[src/rtl/ddr3_rw_arbiter.sv]
// rtl/ddr3_rw_arbiter.sv - DDR3 read/write burst arbiter between the FIFO controller and the MIG native UI
//
// Ports:
//   ui_clk, rst_n            MIG user clock (only clock), asynchronous active-low reset
//   init_calib_complete      MIG calibration done; bursts run only once it is high
//   wr_load, rd_load         single-cycle pulses restarting the write/read address at ADDR_MIN
//   rd_enable                level that allows read bursts
//   wfifo_rcount/dout/rden   write-FIFO fill level, first-word-fall-through data, pop
//   rfifo_wcount/din/wren    read-FIFO fill level, push data, push strobe
//   app_*                    MIG native command, write-data and read-return interface
module ddr3_rw_arbiter #(
    parameter int          BURST_LEN   = 64,
    parameter logic [27:0] ADDR_MIN    = 28'd0,
    parameter logic [27:0] ADDR_MAX    = 28'd786432,
    parameter int          RFIFO_DEPTH = 512
) (
    input  logic         ui_clk,
    input  logic         rst_n,
    input  logic         init_calib_complete,
    input  logic         wr_load,
    input  logic         rd_load,
    input  logic         rd_enable,
    input  logic [9:0]   wfifo_rcount,
    input  logic [127:0] wfifo_dout,
    output logic         wfifo_rden,
    input  logic [9:0]   rfifo_wcount,
    output logic [127:0] rfifo_din,
    output logic         rfifo_wren,
    input  logic         app_rdy,
    input  logic         app_wdf_rdy,
    input  logic         app_rd_data_valid,
    input  logic [127:0] app_rd_data,
    output logic         app_en,
    output logic         app_wdf_wren,
    output logic         app_wdf_end,
    output logic [2:0]   app_cmd,
    output logic [27:0]  app_addr,
    output logic [127:0] app_wdf_data,
    output logic [15:0]  app_wdf_mask
);

    typedef enum logic [1:0] {
        WAIT_CALIB = 2'd0,
        IDLE       = 2'd1,
        WRITE      = 2'd2,
        READ       = 2'd3
    } state_t;

    localparam logic [7:0]  LAST_BEAT = 8'(BURST_LEN - 1);
    localparam logic [9:0]  BURST_10  = 10'(BURST_LEN);
    localparam logic [11:0] BURST_12  = 12'(BURST_LEN);
    localparam logic [11:0] DEPTH_12  = 12'(RFIFO_DEPTH);
    localparam logic [27:0] ADDR_LAST = ADDR_MAX - 28'd8;
    localparam logic [2:0]  CMD_WR    = 3'b000;
    localparam logic [2:0]  CMD_RD    = 3'b001;

    state_t       state, state_next;
    logic [27:0]  wr_addr, rd_addr;
    logic [27:0]  wr_addr_next, rd_addr_next;
    logic [27:0]  addr_next;
    logic [2:0]   cmd_next;
    logic [7:0]   beat_cnt;
    logic [10:0]  outstanding;
    logic         last_wr;
    logic         wr_load_pend, rd_load_pend;
    logic         wr_req, rd_req;
    logic         wr_fire, rd_fire;
    logic         last_beat;
    logic [11:0]  rd_need;

    // A read burst is only started if the read FIFO can absorb every word
    // already in flight plus a whole new burst; 12 bits cannot overflow here.
    assign rd_need   = {2'b00, rfifo_wcount} + {1'b0, outstanding} + BURST_12;
    assign rd_req    = rd_enable && (rd_need <= DEPTH_12);
    assign wr_req    = wfifo_rcount >= BURST_10;

    assign wr_fire   = (state == WRITE) && app_rdy && app_wdf_rdy;
    assign rd_fire   = (state == READ) && app_rdy;
    assign last_beat = (beat_cnt == LAST_BEAT);

    assign app_en       = wr_fire || rd_fire;
    assign app_wdf_wren = wr_fire;
    assign app_wdf_end  = wr_fire;
    assign wfifo_rden   = wr_fire;
    assign app_wdf_data = wr_fire ? wfifo_dout : 128'd0;
    assign app_wdf_mask = 16'd0;

    always_comb begin
        state_next = state;
        case (state)
            WAIT_CALIB: begin
                if (init_calib_complete) state_next = IDLE;
            end
            IDLE: begin
                if (!init_calib_complete)  state_next = WAIT_CALIB;
                else if (wr_req && rd_req) state_next = last_wr ? READ : WRITE;
                else if (wr_req)           state_next = WRITE;
                else if (rd_req)           state_next = READ;
            end
            WRITE: begin
                if (wr_fire && last_beat) state_next = IDLE;
            end
            READ: begin
                if (rd_fire && last_beat) state_next = IDLE;
            end
            default: state_next = WAIT_CALIB;
        endcase
    end

    // Pending loads are only applied in IDLE, so a burst never changes
    // address region half way through.
    always_comb begin
        wr_addr_next = wr_addr;
        if ((state == IDLE) && wr_load_pend)
            wr_addr_next = ADDR_MIN;
        else if (wr_fire)
            wr_addr_next = (wr_addr == ADDR_LAST) ? ADDR_MIN : wr_addr + 28'd8;
    end

    always_comb begin
        rd_addr_next = rd_addr;
        if ((state == IDLE) && rd_load_pend)
            rd_addr_next = ADDR_MIN;
        else if (rd_fire)
            rd_addr_next = (rd_addr == ADDR_LAST) ? ADDR_MIN : rd_addr + 28'd8;
    end

    // app_addr/app_cmd are registered copies of what the next state will present.
    always_comb begin
        addr_next = 28'd0;
        cmd_next  = CMD_WR;
        if (state_next == WRITE) begin
            addr_next = wr_addr_next;
        end else if (state_next == READ) begin
            addr_next = rd_addr_next;
            cmd_next  = CMD_RD;
        end
    end

    always_ff @(posedge ui_clk or negedge rst_n) begin
        if (!rst_n) begin
            state        <= WAIT_CALIB;
            wr_addr      <= ADDR_MIN;
            rd_addr      <= ADDR_MIN;
            beat_cnt     <= 8'd0;
            outstanding  <= 11'd0;
            last_wr      <= 1'b0;
            wr_load_pend <= 1'b0;
            rd_load_pend <= 1'b0;
            app_addr     <= 28'd0;
            app_cmd      <= CMD_WR;
            rfifo_wren   <= 1'b0;
            rfifo_din    <= 128'd0;
        end else begin
            state    <= state_next;
            wr_addr  <= wr_addr_next;
            rd_addr  <= rd_addr_next;
            app_addr <= addr_next;
            app_cmd  <= cmd_next;

            if (state == IDLE)
                beat_cnt <= 8'd0;
            else if (wr_fire || rd_fire)
                beat_cnt <= beat_cnt + 8'd1;

            if (wr_fire && last_beat)
                last_wr <= 1'b1;
            else if (rd_fire && last_beat)
                last_wr <= 1'b0;

            // A new pulse in the same cycle as an IDLE apply re-arms the flag.
            wr_load_pend <= wr_load || (wr_load_pend && (state != IDLE));
            rd_load_pend <= rd_load || (rd_load_pend && (state != IDLE));

            case ({rd_fire, app_rd_data_valid})
                2'b10:   outstanding <= outstanding + 11'd1;
                2'b01:   outstanding <= outstanding - 11'd1;
                default: outstanding <= outstanding;
            endcase

            rfifo_wren <= app_rd_data_valid;
            rfifo_din  <= app_rd_data;
        end
    end

endmodule

[config.mk]
export PLATFORM = sky130hd
export DESIGN_NAME = ddr3_rw_arbiter
export DESIGN_NICKNAME = d
export VERILOG_FILES = /design/src/rtl/ddr3_rw_arbiter.sv
export SDC_FILE = /design/constraint.sdc
export NUM_CORES = 1
export LEC_CHECK = 0
export CORE_AREA = 4 4 227 229
export CTS_BUF_LIST = sky130_fd_sc_hd__clkbuf_4 sky130_fd_sc_hd__clkbuf_8
export CTS_CLUSTER_SIZE = 10
export DETAILED_ROUTE_END_ITERATION = 8
export DIE_AREA = 0 0 231 233
export SLEW_MARGIN = 15
export SYNTH_ARGS = -nofsm -noshare
export SYNTH_HDL_FRONTEND = slang
export SYNTH_SLANG_ARGS = --single-unit
[constraint.sdc]
create_clock -name ui_clk -period 6.9 [get_ports ui_clk]
set_input_delay 1.725 -clock ui_clk [delete_from_list [all_inputs] [get_ports ui_clk]]
set_output_delay 1.725 -clock ui_clk [all_outputs]
set_load 0.03 [all_outputs]
==> results of run 1 <==
-- cells in the mapped netlist (17+ instances only) --
| master | count | area share |
|---|---|---|
| mux2i_1 | 30 | 0.030 |
| xor2_1 | 41 | 0.035 |
| nand3_1 | 17 | 0.0084 |
| clkbuf_1 | 23 | 0.0085 |
| nor2_1 | 112 | 0.041 |
| dfrtp_1 | 238 | 0.59 |
| buf_4 | 20 | 0.015 |
| nand2_1 | 45 | 0.017 |
| xnor2_1 | 21 | 0.018 |
| ha_1 | 33 | 0.041 |
| and2_1 | 131 | 0.081 |
| inv_1 | 21 | 0.0077 |
| nand4_1 | 21 | 0.013 |
| a21oi_1 | 19 | 0.0093 |
-- where the power goes --
part / switching, W / internal [W] / total (W)
Sequential: 0.000103 / 0.00154 / 0.00164
Clock: 0.000619 / 0.000843 / 0.00146
Combinational: 0.00105 / 0.000780 / 0.00183
Total: 0.00177 / 0.00316 / 0.00494
-- worst max-delay path: stages --
cell	delay, ps
clkdlybuf4s50_1	480
nand4b_1	330
inv_2	500
buf_12	280
and2_1	150
clkdlybuf4s50_1	830
-- worst paths after layout --
path | from | to | cells past startpoint
setup / recovery | app_rdy | app_wdf_data[44] | 6
hold / removal | outstanding[10] | outstanding[10] | 1
setup reg to reg | outstanding[1] | app_addr[27] | 13
hold reg to reg | outstanding[10] | outstanding[10] | 1
max in group asynchronous | rst_n | rd_addr[24] | 2
min in group asynchronous | rst_n | outstanding[2] | 1
-- state kept, by name, indices dropped and copies added, names as in the netlist --
signal,flops
rfifo_din,128
app_addr,28
rd_addr,28
wr_addr,28
outstanding,11
beat_cnt,8
state,2
app_cmd,1
last_wr,1
rd_load_pend,1
rfifo_wren,1
wr_load_pend,1
-- cell usage in the layout, fill, tap and decap left out, drive strengths merged, types with 3 or more instances in the layout --
master,instances
clkdlybuf4s50,567
dfrtp,238
and2,131
nor2,112
clkbuf,62
nand2,45
xor2,41
ha,33
mux2i,30
inv,27
nand4,21
xnor2,21
o21ai,21
a21oi,20
conb,18
nand3,17
and3,12
buf,12
nor3,10
clkinv,7
and4,6
nor4,5
nand2b,4
a22oi,4
a31oi,4
o31ai,4
diode,3
o21a,3
nor2b,3
a21o,3
bufinv,3
a211oi,3
a2111oi,3
-- final cells by class --
cell class / instances / area (um^2)
timing repair buffer: 579 / 5800
sequential: 238 / 5960
antenna: 3 / 7.51
clock inverter: 14 / 171
multi-input combinational: 602 / 3900
inverter: 24 / 90.1
clock buffer: 62 / 772
fill: 5028 / 32100
tap: 672 / 841
-- kinds of logic (layout without fill, tap and decap cells) --
kind of cell,count (synthesis),count (layout),synth area share
AO/OA/AOI/OAI,78,78,0.0531
multiplexers,31,31,0.0306
XOR/XNOR,62,62,0.0534
buffers and inverters,78,679,0.0391
other,1,21,0.000369
flip-flops,238,238,0.585
AND/OR/NAND/NOR,378,378,0.193
adder cells (fa/ha/maj),35,35,0.0445
-- per-layer routing --
layer / GRT usage / vias to the layer above
met5: 0 / -
met4: 0.109 / 6
met3: 0.0943 / 97
met2: 0.406 / 475
met1: 0.157 / 4342
li1: - / 4146
-- per-stage QoR --
stage	power, W	util	cell area (um^2)	hold WS [ps]
5_1_grt	0.00526	0.353	17500	504
3_3_place_gp	0.00351	0.334	16600	472
3_5_place_dp	0.00352	0.334	16600	473
2_1_floorplan	0.00277	-	10200	444
6_report	0.00494	0.353	17500	484
4_1_cts	0.00504	0.353	17500	485
==> results.rst, run 1 <==
.. list-table::
   :header-rows: 1

   * - Metric
     - Value
   * - Run status
     - finished, final reports clean
   * - Final critical-path share of the clock period
     - 0.879
   * - Area added between synthesis and finish
     - 72.3%
   * - Buffer type at the clock tree root
     - clkbuf_8
   * - TritonCTS clock tree
     - done
   * - Critical Path RT
     - between 5000 and 6000 ps
   * - Detailed-routed wire length on met3
     - 6.00 mm
   * - Post-CTS Setup Inserts
     - 0
   * - First-pass GRT wire length
     - 75.8 mm
   * - Core area
     - 0.0497 mm^2
   * - Total CTS buffers
     - 43
   * - CTS HTree Levels
     - 2
   * - CP Data Arrival Time
     - 4340 ps
   * - Routed wire length on met2
     - 31.2 mm
   * - Static leakage
     - 7.53 nW
   * - Number of standard-cell rows in the floorplan
     - 82
   * - Post-DP HPWL
     - approximately 47 mm
   * - Count of placed standard cells including taps
     - 2115
   * - Top achievable clock speed
     - 165 MHz
   * - Period minus WS final
     - 6060 ps
   * - Die area
     - 0.0538 mm^2
   * - Longest Clk Path Bufs
     - 3
   * - Number of nets in the layout
     - 1808
   * - Critical path class
     - in -> out
   * - M1 wire length
     - 15.2 mm
   * - Max layer used
     - met5
   * - Slew Viols, Final
     - 0
   * - Total I/O pin count
     - 593
   * - Average detailed-routed wire length per instance
     - 25.5 um
   * - Synth Cell Area
     - 0.0102 mm^2
   * - Unrepaired setup endpoints after global routing
     - false
   * - Highest ir drop seen on vdd
     - approximately 0.00013 V
   * - Power per unit of standard cell area
     - 282 mW/mm^2
   * - Final setup violation count
     - 0
   * - Slew HR
     - 0.295
   * - Y dimension of the die
     - between 200 and 250 um
   * - Max-capacitance violation count
     - 0
   * - Slack of the worst reg-to-reg path
     - approximately 2900 ps
   * - Leading register cell type out of synthesis
     - dfrtp_1
   * - EDFF count, synth
     - 0
   * - Number of hold buffers added after cts
     - 0
   * - Post-synthesis async set-or-reset flop share
     - 1.00
   * - Setup crit start kind
     - input port
   * - Finished Layout Cells
     - 2194
   * - Clock tree skew after final layout
     - 30.1 ps
   * - Post-route setup slack
     - ~840 ps
   * - Post-placement worst setup slack
     - 828 ps
   * - Width of the die
     - 231 um
   * - Via total after detailed routing
     - 9066
   * - Number of vias per cell after detailed routing
     - just over 4
   * - All-Layer GR Usage
     - 0.203
   * - Count of different cell masters after synthesis
     - 60
   * - RD Place Congestion
     - 0.983
   * - Post-Synthesis Cells
     - ~900
   * - Number of port buffers
     - 568
   * - Number of nets still failing antenna checks after routing
     - 0
   * - Flip-flop and latch count after synthesis
     - 238
   * - Synth warn
     - 0
   * - Number of remaining DRC errors
     - 0
   * - Final global-route overflow total
     - 0
   * - Routed WL
     - 56.0 mm
   * - Largest driver fanout on the critical path
     - 59
   * - First-pass iteration count of the detailed router
     - 6
   * - Post-route setup TNS
     - 0 ps
   * - Maximum number of pins on one net before global-route repair
     - roughly 120
   * - Ratio of cells with drive above 1 in the final layout
     - 0.0639
   * - Iteration-0 DRC Markers
     - ~430
   * - Per-instance average area after synthesis
     - around 11 um^2
   * - Effective utilization at floorplan
     - 0.205
   * - Resized cells post-CTS
     - 0
   * - Clk pin slew, worst setup/hold paths
     - 60 ps
   * - Num Clock Sinks
     - 238
   * - Share of the yosys chip area belonging to registers
     - 0.585
   * - Initial antenna violation count
     - 13
   * - Worst skew pair latency
     - between 500 and 600 ps
   * - Final hold vios
     - 0
   * - Classification of the worst-slack hold path
     - reg -> reg
   * - Setup crit end kind
     - output port
   * - Vias in the first global route
     - 9712
   * - Transition at the pin with the smallest max-transition slack
     - 1060 ps
Note: power is estimated with default switching activity, not from simulation.
==> run 2, diff against run 1 <==
Settings changed: CORE_AREA 4 4 227 229 to 2 2 232 234, DIE_AREA 0 0 231 233 to 0 0 234 236, HOLD_SLACK_MARGIN from default to 0.02.
==> run 2 against run 1 <==
  * Clock-buffer cell count decreased by 1
  * Utilization decreased by 2.1 points
  * Final cell count increased by 1.2%
  * Clock skew increased by 1.5 ps
  * Combinational power about the same
  * Non-clock buffer count increased by 2
  * Hold slack improved by 5.6 ps
  * Sequential power about the same
  * Final area increased by 0.59%
  * Largest cell class unchanged
==> results.rst, run 2 (synthesis gave the netlist of run 1 again) <==
.. list-table::
   :header-rows: 1

   * - Metric
     - Value
   * - Run status
     - finished, final reports clean
   * - CP Data Arrival Time
     - 3950 ps
   * - Effective utilization at floorplan
     - 0.192
   * - Classification of the worst-slack hold path
     - reg -> reg
   * - Slew HR
     - 0.375
   * - Slack of the worst reg-to-reg path
     - 2710 ps
   * - Register name with the most flops
     - rfifo_din
   * - Average detailed-routed wire length per instance
     - 19.5 um
   * - Critical Path RT
     - a little over 5000 ps
   * - Final hold vios
     - 0
   * - Final setup violation count
     - 0
   * - Routed WL
     - 43.3 mm
   * - Critical path class
     - in -> out
   * - Initial antenna violation count
     - 16
   * - Die area
     - 0.0552 mm^2
   * - Switch Pwr
     - 0.00174 W
   * - Largest stage delay, worst path
     - 720 ps
   * - Most repeated library cell on the critical path
     - clkdlybuf4s50_1
   * - Finished Layout Cells
     - ~2200
   * - Period minus WS final
     - 5680 ps
   * - Unrepaired setup endpoints after global routing
     - false
   * - Number of nets in the layout
     - 1810
   * - Max-capacitance violation count
     - 0
   * - Share of total power in combinational logic
     - 0.361
   * - First-pass iteration count of the detailed router
     - 5
   * - Clock tree skew after final layout
     - between 30 and 40 ps
   * - RR Endpoint
     - app_addr[11]
   * - CTS HTree Levels
     - 2
   * - Width of the die
     - between 200 and 250 um
   * - RD Place Congestion
     - 0.848
   * - Vias in the first global route
     - 9403
   * - Count of placed standard cells including taps
     - between 2000 and 2500
   * - Most frequent cells in the layout
     - clkdlybuf4s50_1 (567), dfrtp_1 (238), and2_1 (131), nor2_1 (112), clkbuf_8 (53)
   * - FF-to-FF path depth
     - 13
   * - Launch instance of the worst min-delay path
     - outstanding[10]
   * - Total CTS buffers
     - 43
   * - Buffer type at the clock tree root
     - clkbuf_8
   * - TritonCTS clock tree
     - done
   * - Static leakage
     - 7.57 nW
   * - Resized cells post-CTS
     - 0
   * - Transition at the pin with the smallest max-transition slack
     - 938 ps
   * - Largest driver fanout on the critical path
     - 49
   * - Cell internal power dissipation
     - 0.00323 W
   * - Top achievable clock speed
     - 176 MHz
   * - Switching share of power
     - 0.351
   * - Post-DP HPWL
     - 34.6 mm
   * - All-Layer GR Usage
     - 0.152
   * - Maximum number of pins on one net before global-route repair
     - 110
   * - Number of port buffers
     - 568
   * - Setup crit end kind
     - output port
   * - Worst skew pair latency
     - 590 ps
   * - Iteration-0 DRC Markers
     - between 300 and 400
   * - Number of vias per cell after detailed routing
     - between 4 and 5
   * - Highest ir drop seen on vdd
     - 0.000140 V
   * - Worst min-delay path endpoint
     - outstanding[10]
   * - Setup crit start kind
     - input port
   * - Sequential share of power
     - 0.331
   * - Number of cells traversed by the worst hold path
     - 1
   * - Longest Clk Path Bufs
     - 3
   * - Power per unit of standard cell area
     - 282 mW/mm^2
   * - Y dimension of the die
     - about 240 um
   * - Final global-route overflow total
     - 0
   * - Post-route setup TNS
     - 0 ps
   * - Launching point of the worst reg2reg path
     - outstanding[1]
   * - Area post-placement
     - 0.0166 mm^2
   * - Ratio of cells with drive above 1 in the final layout
     - 0.0651
   * - Final instance area
     - 0.0176 mm^2
   * - Final critical-path share of the clock period
     - 0.823
   * - Area added between synthesis and finish
     - 73.4%
   * - Cells along the critical path
     - clkdlybuf4s50_1 -> nand4b_1 -> buf_4 -> clkinv_2 -> buf_12 -> and2_1 -> clkdlybuf4s50_1
   * - Number of hold buffers added after cts
     - 0
   * - Number of nets still failing antenna checks after routing
     - 0
   * - Core area
     - 0.0531 mm^2
   * - Slew Viols, Final
     - 0
   * - Total I/O pin count
     - around 600
   * - Fill count
     - 5359
   * - Number of standard-cell rows in the floorplan
     - 85
   * - Num Clock Sinks
     - 238
   * - Largest register FFs
     - 128
   * - First-pass GRT wire length
     - between 60 and 70 mm
   * - Critical Path Slowest Stage Cell
     - clkdlybuf4s50_1
   * - Clk pin slew, worst setup/hold paths
     - 60 ps
   * - Via total after detailed routing
     - 9048
   * - Post-CTS Setup Inserts
     - 0
   * - Most common library cell in the layout ignoring fill and taps
     - clkdlybuf4s50_1
   * - Part of the total power dissipated in the clock network
     - 0.308
   * - Number of remaining DRC errors
     - 0
## run 2: cell types whose count changed in the layout (fill, tap and decap cells not counted)
cell / previous run / this run
clkbuf_4: 13 / 8
clkbuf_8: 49 / 53
clkinv_2: 7 / 9
buf_12: 2 / 3
buf_4: 9 / 10
bufinv_16: 3 / 4
clkinvlp_4: 1 / 0
inv_2: 3 / 2
## run 2: layout make-up
class,instances,area [um^2],area share
Sequential cell,238,5960,0.338
Clock inverter,15,199,0.0113
Multi-Input combinational cell,602,3900,0.221
Inverter,24,91.3,0.00518
Timing Repair Buffer,581,5830,0.330
Antenna cell,3,7.51,0.000426
Clock buffer,61,790,0.0448
Tap cell,696,871,0.0494
## run 2: metrics by stage
step	util	setup WS [ps]	hold slack, ps	power (W)
after global routing	0.332	1070	533	0.00527
after CTS	0.332	1180	484	0.00505
final	0.332	1220	490	0.00497
after floorplan	-	1950	444	0.00277
after global placement	0.314	1080	475	0.00344
after detailed placement	0.314	1020	471	0.00347
## run 2: power by group through the flow
stage | Sequential (W) | Combinational [W] | Clock, W
after CTS | 0.00165 | 0.00181 | 0.00159
after detailed placement | 0.00167 | 0.00180 | 0
final | 0.00165 | 0.00180 | 0.00153
after global routing | 0.00166 | 0.00195 | 0.00166
after floorplan | 0.00176 | 0.00100 | 0
after global placement | 0.00167 | 0.00178 | 0
## run 2: worst max-delay path: cells and delay by family
kind,cells,cell delay [ps]
buffers and inverters,5,1920
AND/OR/NAND/NOR,2,270
## run 2: layer usage
metal,part of all wire,track usage,up-vias
li1,-,-,4141
met1,0.35,0.153,4334
met2,0.53,0.285,478
met3,0.094,0.0534,85
met4,0.028,0.0502,10
met5,0.0017,0,-
## run 2: how the worst max path moves through the flow
| stage | startpoint | to | slack, ps |
|---|---|---|---|
| floorplan | app_rdy | app_wdf_data[118] | 1950 |
| global placement | rfifo_wcount[1] | app_addr[7] | 1080 |
| detailed placement | rfifo_wcount[1] | app_addr[18] | 1020 |
| CTS | app_wdf_rdy | app_wdf_data[67] | 1180 |
| global route | app_wdf_rdy | app_wdf_data[67] | 1070 |
| finish | app_wdf_rdy | app_wdf_data[97] | 1220 |
